<file path="config.mk">
export PLATFORM = sky130hd
export DESIGN_NAME = mem_arbiter
export DESIGN_NICKNAME = d
export VERILOG_FILES = /design/src/rtl/mem_ctrl_pkg.sv /design/src/rtl/lsu_align.sv /design/src/rtl/mem_arbiter.sv
export SDC_FILE = /design/constraint.sdc
export NUM_CORES = 1
export LEC_CHECK = 0
export ABC_CLOCK_PERIOD_IN_PS = 3300
export BUFFER_PORTS_ARGS = -buffer_cell sky130_fd_sc_hd__buf_2
export CORE_MARGIN = 2
export CORE_UTILIZATION = 28
export DETAILED_ROUTE_END_ITERATION = 8
export HOLD_SLACK_MARGIN = 0.06
export SETUP_SLACK_MARGIN = 0.5
export SLEW_MARGIN = 20
export SYNTH_ARGS = -nofsm -noshare
export SYNTH_HDL_FRONTEND = slang
export SYNTH_HIERARCHICAL = 1
export SYNTH_SLANG_ARGS = --single-unit
</file>
<file path="constraint.sdc">
create_clock -name clk -period 3.3 [get_ports clk]
set_clock_uncertainty 0.1 [all_clocks]
set_input_delay 0 -clock clk [delete_from_list [all_inputs] [get_ports clk]]
set_output_delay 0 -clock clk [all_outputs]
set_load 0.005 [all_outputs]
</file>
<file path="src/rtl/mem_ctrl_pkg.sv">
// Shared definitions for the unified-RAM controller.
// Holds the RV32I load/store funct3 codes, the controller FSM states and the
// requester identifiers used by mem_arbiter and lsu_align.
package mem_ctrl_pkg;

  localparam int unsigned LANES = 4;

  localparam logic [2:0] F3_LB  = 3'd0;
  localparam logic [2:0] F3_LH  = 3'd1;
  localparam logic [2:0] F3_LW  = 3'd2;
  localparam logic [2:0] F3_LBU = 3'd4;
  localparam logic [2:0] F3_LHU = 3'd5;
  localparam logic [2:0] F3_SB  = 3'd0;
  localparam logic [2:0] F3_SH  = 3'd1;
  localparam logic [2:0] F3_SW  = 3'd2;

  typedef enum logic {IDLE, ACCESS} state_t;
  typedef enum logic {PORT_I, PORT_D} port_t;

endpackage

</file>
<file path="src/rtl/lsu_align.sv">
// Combinational size/alignment decode for one RAM access.
// Ports:
//   funct3, we, addr_lo  - access size code, store flag, byte offset in word
//   wdata                - right-aligned store data
//   rdata                - raw word read from RAM
//   byte_en              - RAM lane enables (0 when the access is illegal)
//   wdata_rep            - store data replicated across the lanes
//   rdata_ext            - shifted and sign/zero-extended load data (0 for stores/errors)
//   err                  - misaligned access or illegal funct3
module lsu_align
  import mem_ctrl_pkg::*;
(
  input  logic [2:0]       funct3,
  input  logic             we,
  input  logic [1:0]       addr_lo,
  input  logic [31:0]      wdata,
  input  logic [31:0]      rdata,
  output logic [LANES-1:0] byte_en,
  output logic [31:0]      wdata_rep,
  output logic [31:0]      rdata_ext,
  output logic             err
);

  logic [31:0] shifted;

  // Legality: unsigned loads have no store form; codes 3, 6 and 7 are unused.
  always_comb begin
    err = 1'b0;
    case (funct3)
      F3_LB:   err = 1'b0;
      F3_LH:   err = addr_lo[0];
      F3_LW:   err = |addr_lo;
      F3_LBU:  err = we;
      F3_LHU:  err = we | addr_lo[0];
      default: err = 1'b1;
    endcase
  end

  always_comb begin
    byte_en = '0;
    case (funct3)
      F3_LB, F3_LBU: byte_en = 4'(4'b0001 << addr_lo);
      F3_LH, F3_LHU: byte_en = 4'(4'b0011 << addr_lo);
      F3_LW:         byte_en = 4'b1111;
      default:       byte_en = '0;
    endcase
    if (err) byte_en = '0;
  end

  // Replicating the store data lets the lane enables alone select the target bytes.
  always_comb begin
    wdata_rep = '0;
    case (funct3)
      F3_SB:   wdata_rep = {4{wdata[7:0]}};
      F3_SH:   wdata_rep = {2{wdata[15:0]}};
      F3_SW:   wdata_rep = wdata;
      default: wdata_rep = '0;
    endcase
  end

  always_comb begin
    shifted   = rdata >> {addr_lo, 3'b000};
    rdata_ext = '0;
    case (funct3)
      F3_LB:   rdata_ext = {{24{shifted[7]}}, shifted[7:0]};
      F3_LBU:  rdata_ext = {24'd0, shifted[7:0]};
      F3_LH:   rdata_ext = {{16{shifted[15]}}, shifted[15:0]};
      F3_LHU:  rdata_ext = {16'd0, shifted[15:0]};
      F3_LW:   rdata_ext = shifted;
      default: rdata_ext = '0;
    endcase
    if (err || we) rdata_ext = '0;
  end

endmodule

</file>
<file path="src/rtl/mem_arbiter.sv">
// Single-port sequencer sharing a byte-enabled RAM between fetch and load/store.
// Ports:
//   clk, rst                   - clock, synchronous active-high reset
//   i_req_* / i_resp_*         - instruction-fetch request and response (word only)
//   d_req_* / d_resp_*         - load/store request and response
//   ram_wen, ram_byte_en,
//   ram_addr, ram_wdata        - RAM control, driven only during the ACCESS cycle
//   ram_rdata                  - combinational RAM read data, captured at end of ACCESS
module mem_arbiter
  import mem_ctrl_pkg::*;
#(
  parameter int unsigned ADDR_W = 32,
  parameter int unsigned DATA_W = 32,
  parameter bit          D_PRIO = 1'b0
) (
  input  logic              clk,
  input  logic              rst,
  input  logic              i_req_valid,
  output logic              i_req_ready,
  input  logic [ADDR_W-1:0] i_req_addr,
  output logic              i_resp_valid,
  output logic [DATA_W-1:0] i_resp_data,
  output logic              i_resp_err,
  input  logic              d_req_valid,
  output logic              d_req_ready,
  input  logic              d_req_we,
  input  logic [2:0]        d_req_funct3,
  input  logic [ADDR_W-1:0] d_req_addr,
  input  logic [DATA_W-1:0] d_req_wdata,
  output logic              d_resp_valid,
  output logic [DATA_W-1:0] d_resp_data,
  output logic              d_resp_err,
  output logic              ram_wen,
  output logic [LANES-1:0]  ram_byte_en,
  output logic [ADDR_W-1:0] ram_addr,
  output logic [DATA_W-1:0] ram_wdata,
  input  logic [DATA_W-1:0] ram_rdata
);

  state_t              state_q;
  port_t               port_q;
  port_t               last_q;
  logic [ADDR_W-1:0]   addr_q;
  logic                we_q;
  logic [2:0]          f3_q;
  logic [DATA_W-1:0]   wdata_q;
  logic                i_resp_valid_q, d_resp_valid_q;
  logic                i_resp_err_q, d_resp_err_q;
  logic [DATA_W-1:0]   i_resp_data_q, d_resp_data_q;

  logic                grant_i, grant_d, access;
  logic [LANES-1:0]    al_byte_en;
  logic [DATA_W-1:0]   al_wdata, al_rdata;
  logic                al_err;

  // Grant decode: data wins under fixed priority, when alone, or when fetch went last.
  always_comb begin
    grant_i = 1'b0;
    grant_d = 1'b0;
    if (!rst && state_q == IDLE) begin
      if (d_req_valid && (!i_req_valid || D_PRIO || last_q == PORT_I)) grant_d = 1'b1;
      else if (i_req_valid)                                            grant_i = 1'b1;
    end
  end

  assign i_req_ready = grant_i;
  assign d_req_ready = grant_d;

  lsu_align u_align (
    .funct3    (f3_q),
    .we        (we_q),
    .addr_lo   (addr_q[1:0]),
    .wdata     (wdata_q),
    .rdata     (ram_rdata),
    .byte_en   (al_byte_en),
    .wdata_rep (al_wdata),
    .rdata_ext (al_rdata),
    .err       (al_err)
  );

  // RAM pins are quiet outside ACCESS; rst blocks any write in the same cycle.
  assign access      = (state_q == ACCESS);
  assign ram_wen     = access & we_q & ~al_err & ~rst;
  assign ram_byte_en = access ? al_byte_en : '0;
  assign ram_addr    = access ? {addr_q[ADDR_W-1:2], 2'b00} : '0;
  assign ram_wdata   = access ? al_wdata : '0;

  // Controller FSM: latch on handshake, access the RAM for one cycle, then respond.
  always_ff @(posedge clk) begin
    if (rst) begin
      state_q        <= IDLE;
      port_q         <= PORT_I;
      last_q         <= PORT_I;
      addr_q         <= '0;
      we_q           <= 1'b0;
      f3_q           <= '0;
      wdata_q        <= '0;
      i_resp_valid_q <= 1'b0;
      i_resp_data_q  <= '0;
      i_resp_err_q   <= 1'b0;
      d_resp_valid_q <= 1'b0;
      d_resp_data_q  <= '0;
      d_resp_err_q   <= 1'b0;
    end else begin
      i_resp_valid_q <= 1'b0;
      d_resp_valid_q <= 1'b0;
      case (state_q)
        IDLE: begin
          if (grant_d) begin
            state_q <= ACCESS;
            port_q  <= PORT_D;
            last_q  <= PORT_D;
            addr_q  <= d_req_addr;
            we_q    <= d_req_we;
            f3_q    <= d_req_funct3;
            wdata_q <= d_req_wdata;
          end else if (grant_i) begin
            state_q <= ACCESS;
            port_q  <= PORT_I;
            last_q  <= PORT_I;
            addr_q  <= i_req_addr;
            we_q    <= 1'b0;
            f3_q    <= F3_LW;
            wdata_q <= '0;
          end
        end
        ACCESS: begin
          state_q <= IDLE;
          if (port_q == PORT_D) begin
            d_resp_valid_q <= 1'b1;
            d_resp_data_q  <= al_rdata;
            d_resp_err_q   <= al_err;
          end else begin
            i_resp_valid_q <= 1'b1;
            i_resp_data_q  <= al_rdata;
            i_resp_err_q   <= al_err;
          end
        end
      endcase
    end
  end

  assign i_resp_valid = i_resp_valid_q;
  assign i_resp_data  = i_resp_data_q;
  assign i_resp_err   = i_resp_err_q;
  assign d_resp_valid = d_resp_valid_q;
  assign d_resp_data  = d_resp_data_q;
  assign d_resp_err   = d_resp_err_q;

endmodule

</file>
==> reports/qor.yml, run 1 <==
status: "finished, violations left"
violations: "DRC"
die-height_um: 167
hp-class: "primary input to flop"
path_buf_inv: 4
cts.clk_slew.worst_paths_ns: 0.06
grt_overflow: 0
avgSynthCellArea_um2: 7.63
final_hold_viol_count: 0
ys.flop_type: "dfxtp_1"
routed_via_density: 5.02
ios: 275
wl_mm: 28.8
required_ns: 3.56
stdcell_area_mm2: 0.0109
placed_cell_area_mm2: 0.00891
max_cap_viol_count: 0
hold_slack_ns: 0.105
clk_latency_ns: 0.42
die_w_um: 167
drt-initial-drc-count: 480
worstMarginPinSlew_ns: 1.10
clock-sinks: 138
rsz0062_at_grt: "false"
finish.utilization_pct: 41.9
die-area_mm2: 0.0279
critPathSlowestCell: "dlygate4sd3_1"
antenna_found_initial: 3
clockBufferDepth: 2
cp-end-kind: "flop"
leakage_uw: 0.00469
p_int_uw: 3320
ir_worst_vdd_uv: 307
via_count: 8446
numCtsBuffers: 17
start_util_pct: 28.5
ant_nets: 0
slew_viol_final: 0
layout_min_cycle_time_ns: 2.51
syn_to_final_growth_pct: 46.8
synth_area_mm2: 0.00746
grt_pass1_vias: 8293
fin_nets: 1468
ys_seq_elements: 138
synth_edf_count: 0
comb_power_share_pct: 21.9
powerDensity_mw_per_mm2: 441
crit_type: "primary input to flop"
path_cells: "dlygate4sd3_1 -> buf_4 -> or3b_4 -> buf_4 -> o211ai_1 -> a21oi_1 -> dlygate4sd3_1"
pwr-share-seq_pct: 38.6
fmax_mhz: 398
async_flop_share_pct: 0
cpLargestDelayFamily: "buffers and inverters"
drc: 11
clkPwrFrac_pct: 39.5
cts_root_buffer: "clkbuf_16"
ys.warnings.count: 6
ys_types: 42
coreArea_mm2: 0.0261
dp_hpwl_mm: 18.5
post_cts_buffers: 0
drtPass1Iterations: 8
synth_cells: 977
grt_max_degree: 96
grt_pass1_wl_mm: 44.4
gp_congestion: 0.868
path_max_fanout: 49
rows: 59
wl_per_cell_um: 17.1
cts_tree: "built"
switching_power_uw: 1500
slew_headroom_pct: 26.4
post-route-period-util_pct: 76.1
htreeDepth: 4
start_kind: "primary input"
swShare_pct: 31.2
drive_gt1_share_pct: 28.7
synth-seq-area-share_pct: 37.1
fin_setup_tns_ns: 0
grt_usage_pct: 19.7
critical-path-max-stage-delay_ns: 0.58
setup_violations: 0
crit_arrival_ns: 2.77
port_buffers: 272
## cell usage in the layout, fill, tap and decap left out, types with 2 or more instances in the layout
cell           count
a2bb2oi_1         16
conb_1             2
nor2_1            41
o21ai_0            8
dfxtp_1          137
nand3_1           36
nand4_1            2
o211ai_2          20
buf_2            271
mux2i_1            8
a21oi_1          145
inv_1              5
mux2_2             8
o211ai_1          15
or3b_4             2
nor2b_1           19
dlygate4sd3_1    144
inv_6              7
clkinvlp_4         4
buf_12             2
a311oi_1          33
and2_1            83
diode_2            2
buf_4             22
a211oi_2           6
nand2_1          217
nor3_1            33
a21oi_2           12
a211oi_1           8
clkbuf_16         17
## kinds of logic (layout without fill, tap and decap cells)
group / count (synthesis) / after routing / share of synthesized area [%]
simple gates: 443 / 444 / 27.9
flops: 138 / 138 / 37.1
compound gates: 268 / 268 / 24.9
buf+inv: 110 / 476 / 7.60
other cells: 1 / 4 / 0.0503
mux: 17 / 17 / 2.58
## metrics by stage
step / setup slack (ns) / power [µW] / cells
finish: 0.790 / 4830 / 1682
global route: 0.621 / 5060 / 1682
global placement: 0.788 / 2810 / 1503
detailed placement: 0.851 / 2820 / 1503
CTS: 0.536 / 4860 / 1679
floorplan: 1.55 / 2480 / 978
## final timing paths
| check | to | depth (start not counted) | start | slack [ns] |
|---|---|---|---|---|
| hold / removal | i_resp_data[6]$_SDFFE_PP0P_ | 5 | ram_rdata[14] | 0.11 |
| hold reg to reg | d_resp_data[26]$_SDFFE_PP0P_ | 2 | d_resp_data[26]$_SDFFE_PP0P_ | 0.35 |
| setup reg to reg | wdata_q[9]$_SDFFE_PP0P_ | 6 | access$_SDFF_PN0_ | 0.81 |
| setup / recovery | wdata_q[27]$_SDFFE_PP0P_ | 7 | rst | 0.79 |
## layer usage
layer | track usage, % | part of all wire (%)
met5 | 0 | 0.045
met1 | 25.6 | 43
met2 | 31.1 | 46
met3 | 4.54 | 6.3
met4 | 9.38 | 4.2
## power by group through the flow
stage                     Clock [µW]  Combinational, µW  Sequential [µW]
final                           1910               1060             1860
after global routing            2020               1160             1880
after CTS                       1950               1050             1860
after detailed placement           0                922             1900
after global placement             0                921             1890
after floorplan                    0                615             1870
## registers in the layout, indices dropped and copies added, names as in the netlist
name,count
access,1
addr_q,32
d_resp_data,32
d_resp_err,1
d_resp_valid,1
f3_q,3
i_resp_data,32
i_resp_err,1
i_resp_valid,1
last_q,1
wdata_q,32
we_q,1
## synthesized netlist by cell type, types with 2 or more instances
master / n / share of area, %
nor2_1: 41 / 2.1
buf_2: 35 / 2.3
dfxtp_1: 138 / 37
or3b_1: 2 / 0.23
o211ai_1: 15 / 1.5
buf_1: 4 / 0.20
a211oi_2: 6 / 1.0
a211oi_1: 8 / 0.81
nand3_1: 36 / 2.4
nand4_1: 2 / 0.17
mux2i_1: 8 / 1.1
buf_6: 12 / 1.8
o211ai_2: 20 / 3.4
nand2_1: 217 / 11
nor2b_1: 20 / 1.7
and2_1: 84 / 7.0
a21oi_2: 12 / 1.4
buf_4: 5 / 0.50
o21ai_0: 8 / 0.54
a2bb2oi_1: 16 / 1.9
mux2_2: 8 / 1.2
nor3_1: 33 / 2.2
a21oi_1: 145 / 9.7
inv_1: 5 / 0.25
clkbuf_1: 48 / 2.4
a311oi_1: 33 / 3.9
## area by class of cell
type	instances	area, µm²
fill	2659	15200
multi-input combinational	731	4160
timing repair buffer	439	3000
sequential	138	2770
clock buffer	19	443
tap	335	419
clock inverter	13	133
inverter	5	18.8
antenna	2	5.00
## worst min-delay path, delay by kind of cell
| kind | cells | cell delay (ns) |
|---|---|---|
| mux | 1 | 0.22 |
| compound gates | 2 | 0.18 |
| buf+inv | 1 | 0.11 |
| simple gates | 1 | 0.06 |
## what timing repair did
| item | 4_1_cts | 5_1_grt |
|---|---|---|
| resized for setup | 0 | 1 |
| hold buffers | 144 | 0 |
| hold endpoints to repair | 99 | 0 |
| setup endpoints to repair | 0 | 19 |
Note: power is estimated with default switching activity, not from simulation.
==> run 2: changes to the inputs <==
ABC_CLOCK_PERIOD_IN_PS = 2500   (was 3300)
clock period = 2.5 ns   (was 3.3 ns; I/O delays follow)
==> run 2 against run 1 <==
Against the previous run: core utilization down 0.15 points; global-route usage increased by 0.24 points; highest routed layer is now met4; critical path depth unchanged; power rose by 35%; die area unchanged; the flow still finishes with violations (DRC); final area down 0.35%; worst hold slack better by 0.025 ns.
==> reports/qor.yml, run 2 (synthesis results as in run 1) <==
syn_to_final_growth_pct: 46.3
start_util_pct: 28.5
die-height_um: 167
rsz0062_at_grt: "true"
die_w_um: 167
preCtsSetupSlack_ns: 0.326
die-area_mm2: 0.0279
grt_pass1_vias: 8169
leakage_uw: 0.00460
cts.clk_slew.worst_paths_ns: 0.06
via_count: 8383
clockBufferDepth: 2
multi_input_area_mm2: 0.00427
slew_viol_final: 0
cts_root_buffer: "clkbuf_16"
gp_congestion: 0.914
final_cell_mix: "buf_2, nand2_1, a21oi_1"
layout_min_cycle_time_ns: 1.89
wl_per_cell_um: 17.5
n_antenna_cell: 0
cts_tree: "built"
rows: 59
antenna_found_initial: 0
wl_mm: 29.0
ios: 275
coreArea_mm2: 0.0261
p_int_uw: 4490
violations: "DRC"
met1Wirelength_mm: 12.8
grt_max_degree: 94
comb_power_share_pct: 22.5
drt-initial-drc-count: 662
clk_latency_ns: 0.42
required_ns: 2.73
hold_slack_ns: 0.131
slew_headroom_pct: 30.1
crit_arrival_ns: 2.12
path_max_fanout: 32
swShare_pct: 31.0
grt_overflow: 0
drtPass1Iterations: 9
pwr-share-seq_pct: 37.8
drc: 11
start_kind: "flop"
fin_nets: 1450
ir_worst_vdd_uv: 322
routed-wl-met3_mm: 1.90
seq_area_mm2: 0.00278
setup_violations: 0
htreeDepth: 4
hp-class: "primary input to flop"
layout_setup_ws_ns: 0.611
port_buffers: 272
nFillCells: 2652
routed_via_density: 5.04
final_hold_viol_count: 0
drive_gt1_share_pct: 31.5
grt_usage_pct: 20.0
ant_nets: 0
powerDensity_mw_per_mm2: 596
cp-end-kind: "flop"
clkPwrFrac_pct: 39.6
status: "finished, violations left"
max_cap_viol_count: 0
switching_power_uw: 2010
fmax_mhz: 529
numCtsBuffers: 17
worstMarginPinSlew_ns: 1.05
final_common_cell: "buf_2"
grt_pass1_wl_mm: 44.9
wl_met2_mm: 13.7
crit_type: "flop to flop"
fin_setup_tns_ns: 0
clock-sinks: 138
finish.utilization_pct: 41.7
dp_hpwl_mm: 18.6
top_layer_used: "met4"
post-route-period-util_pct: 75.6
run 2: final timing paths:
check / slack, ns / endpoint / start / depth (start not counted)
worst max-delay path: 0.61 / d_resp_data[4]$_SDFFE_PP0P_ / addr_q[0]$_SDFFE_PP0P_ / 7
worst min-delay path: 0.13 / i_resp_data[6]$_SDFFE_PP0P_ / ram_rdata[14] / 5
worst max register to register: 0.61 / d_resp_data[4]$_SDFFE_PP0P_ / addr_q[0]$_SDFFE_PP0P_ / 7
worst min register to register: 0.35 / d_resp_err$_SDFFE_PP0P_ / d_resp_err$_SDFFE_PP0P_ / 2
run 2: layout make-up:
| class | count | area share (%) |
|---|---|---|
| multi-input combinational | 732 | 39.1 |
| timing repair buffer | 420 | 26.0 |
| sequential | 138 | 25.5 |
| clock buffer | 17 | 3.90 |
| tap | 335 | 3.84 |
| clock inverter | 15 | 1.50 |
| inverter | 5 | 0.172 |
run 2: repair_timing:
| action | 4_1_cts | 5_1_grt |
|---|---|---|
| endpoints found under the setup margin | 138 | 87 |
| buffers inserted | 1 | 6 |
| gates resized for setup | 15 | 21 |
| pin swaps | 2 | 1 |
| hold buffers | 113 | 0 |
| gates cloned | 2 | 0 |
| endpoints found under the hold margin | 88 | 0 |
run 2: per-stage QoR:
step / cells / area, µm² / power, µW
final: 1662 / 10900 / 6500
after global routing: 1662 / 10900 / 6800
after CTS: 1656 / 10800 / 6480
after detailed placement: 1508 / 8960 / 3730
after global placement: 1508 / 8960 / 3720
after floorplan: 978 / 7460 / 3280
run 2: critical path, cell delays in order (launching register included):
cell	delay, ns
dfxtp_2	0.37
a221oi_2	0.30
a21oi_2	0.06
or2_1	0.22
buf_6	0.22
a211oi_4	0.26
nand2_1	0.12
a21oi_1	0.14
run 2: power groups by stage:
stage	sequential [µW]	combinational, µW	clock [µW]
floorplan	2460	811	0
global placement	2500	1220	0
detailed placement	2510	1230	0
CTS	2460	1380	2630
global route	2480	1590	2730
finish	2460	1460	2580
run 2: routing by layer:
layer / up-vias / global-route usage [%]
met5: - / 0
met4: 0 / 6.47
met3: 49 / 4.11
met2: 352 / 32.3
met1: 3952 / 26.7
li1: 4030 / -
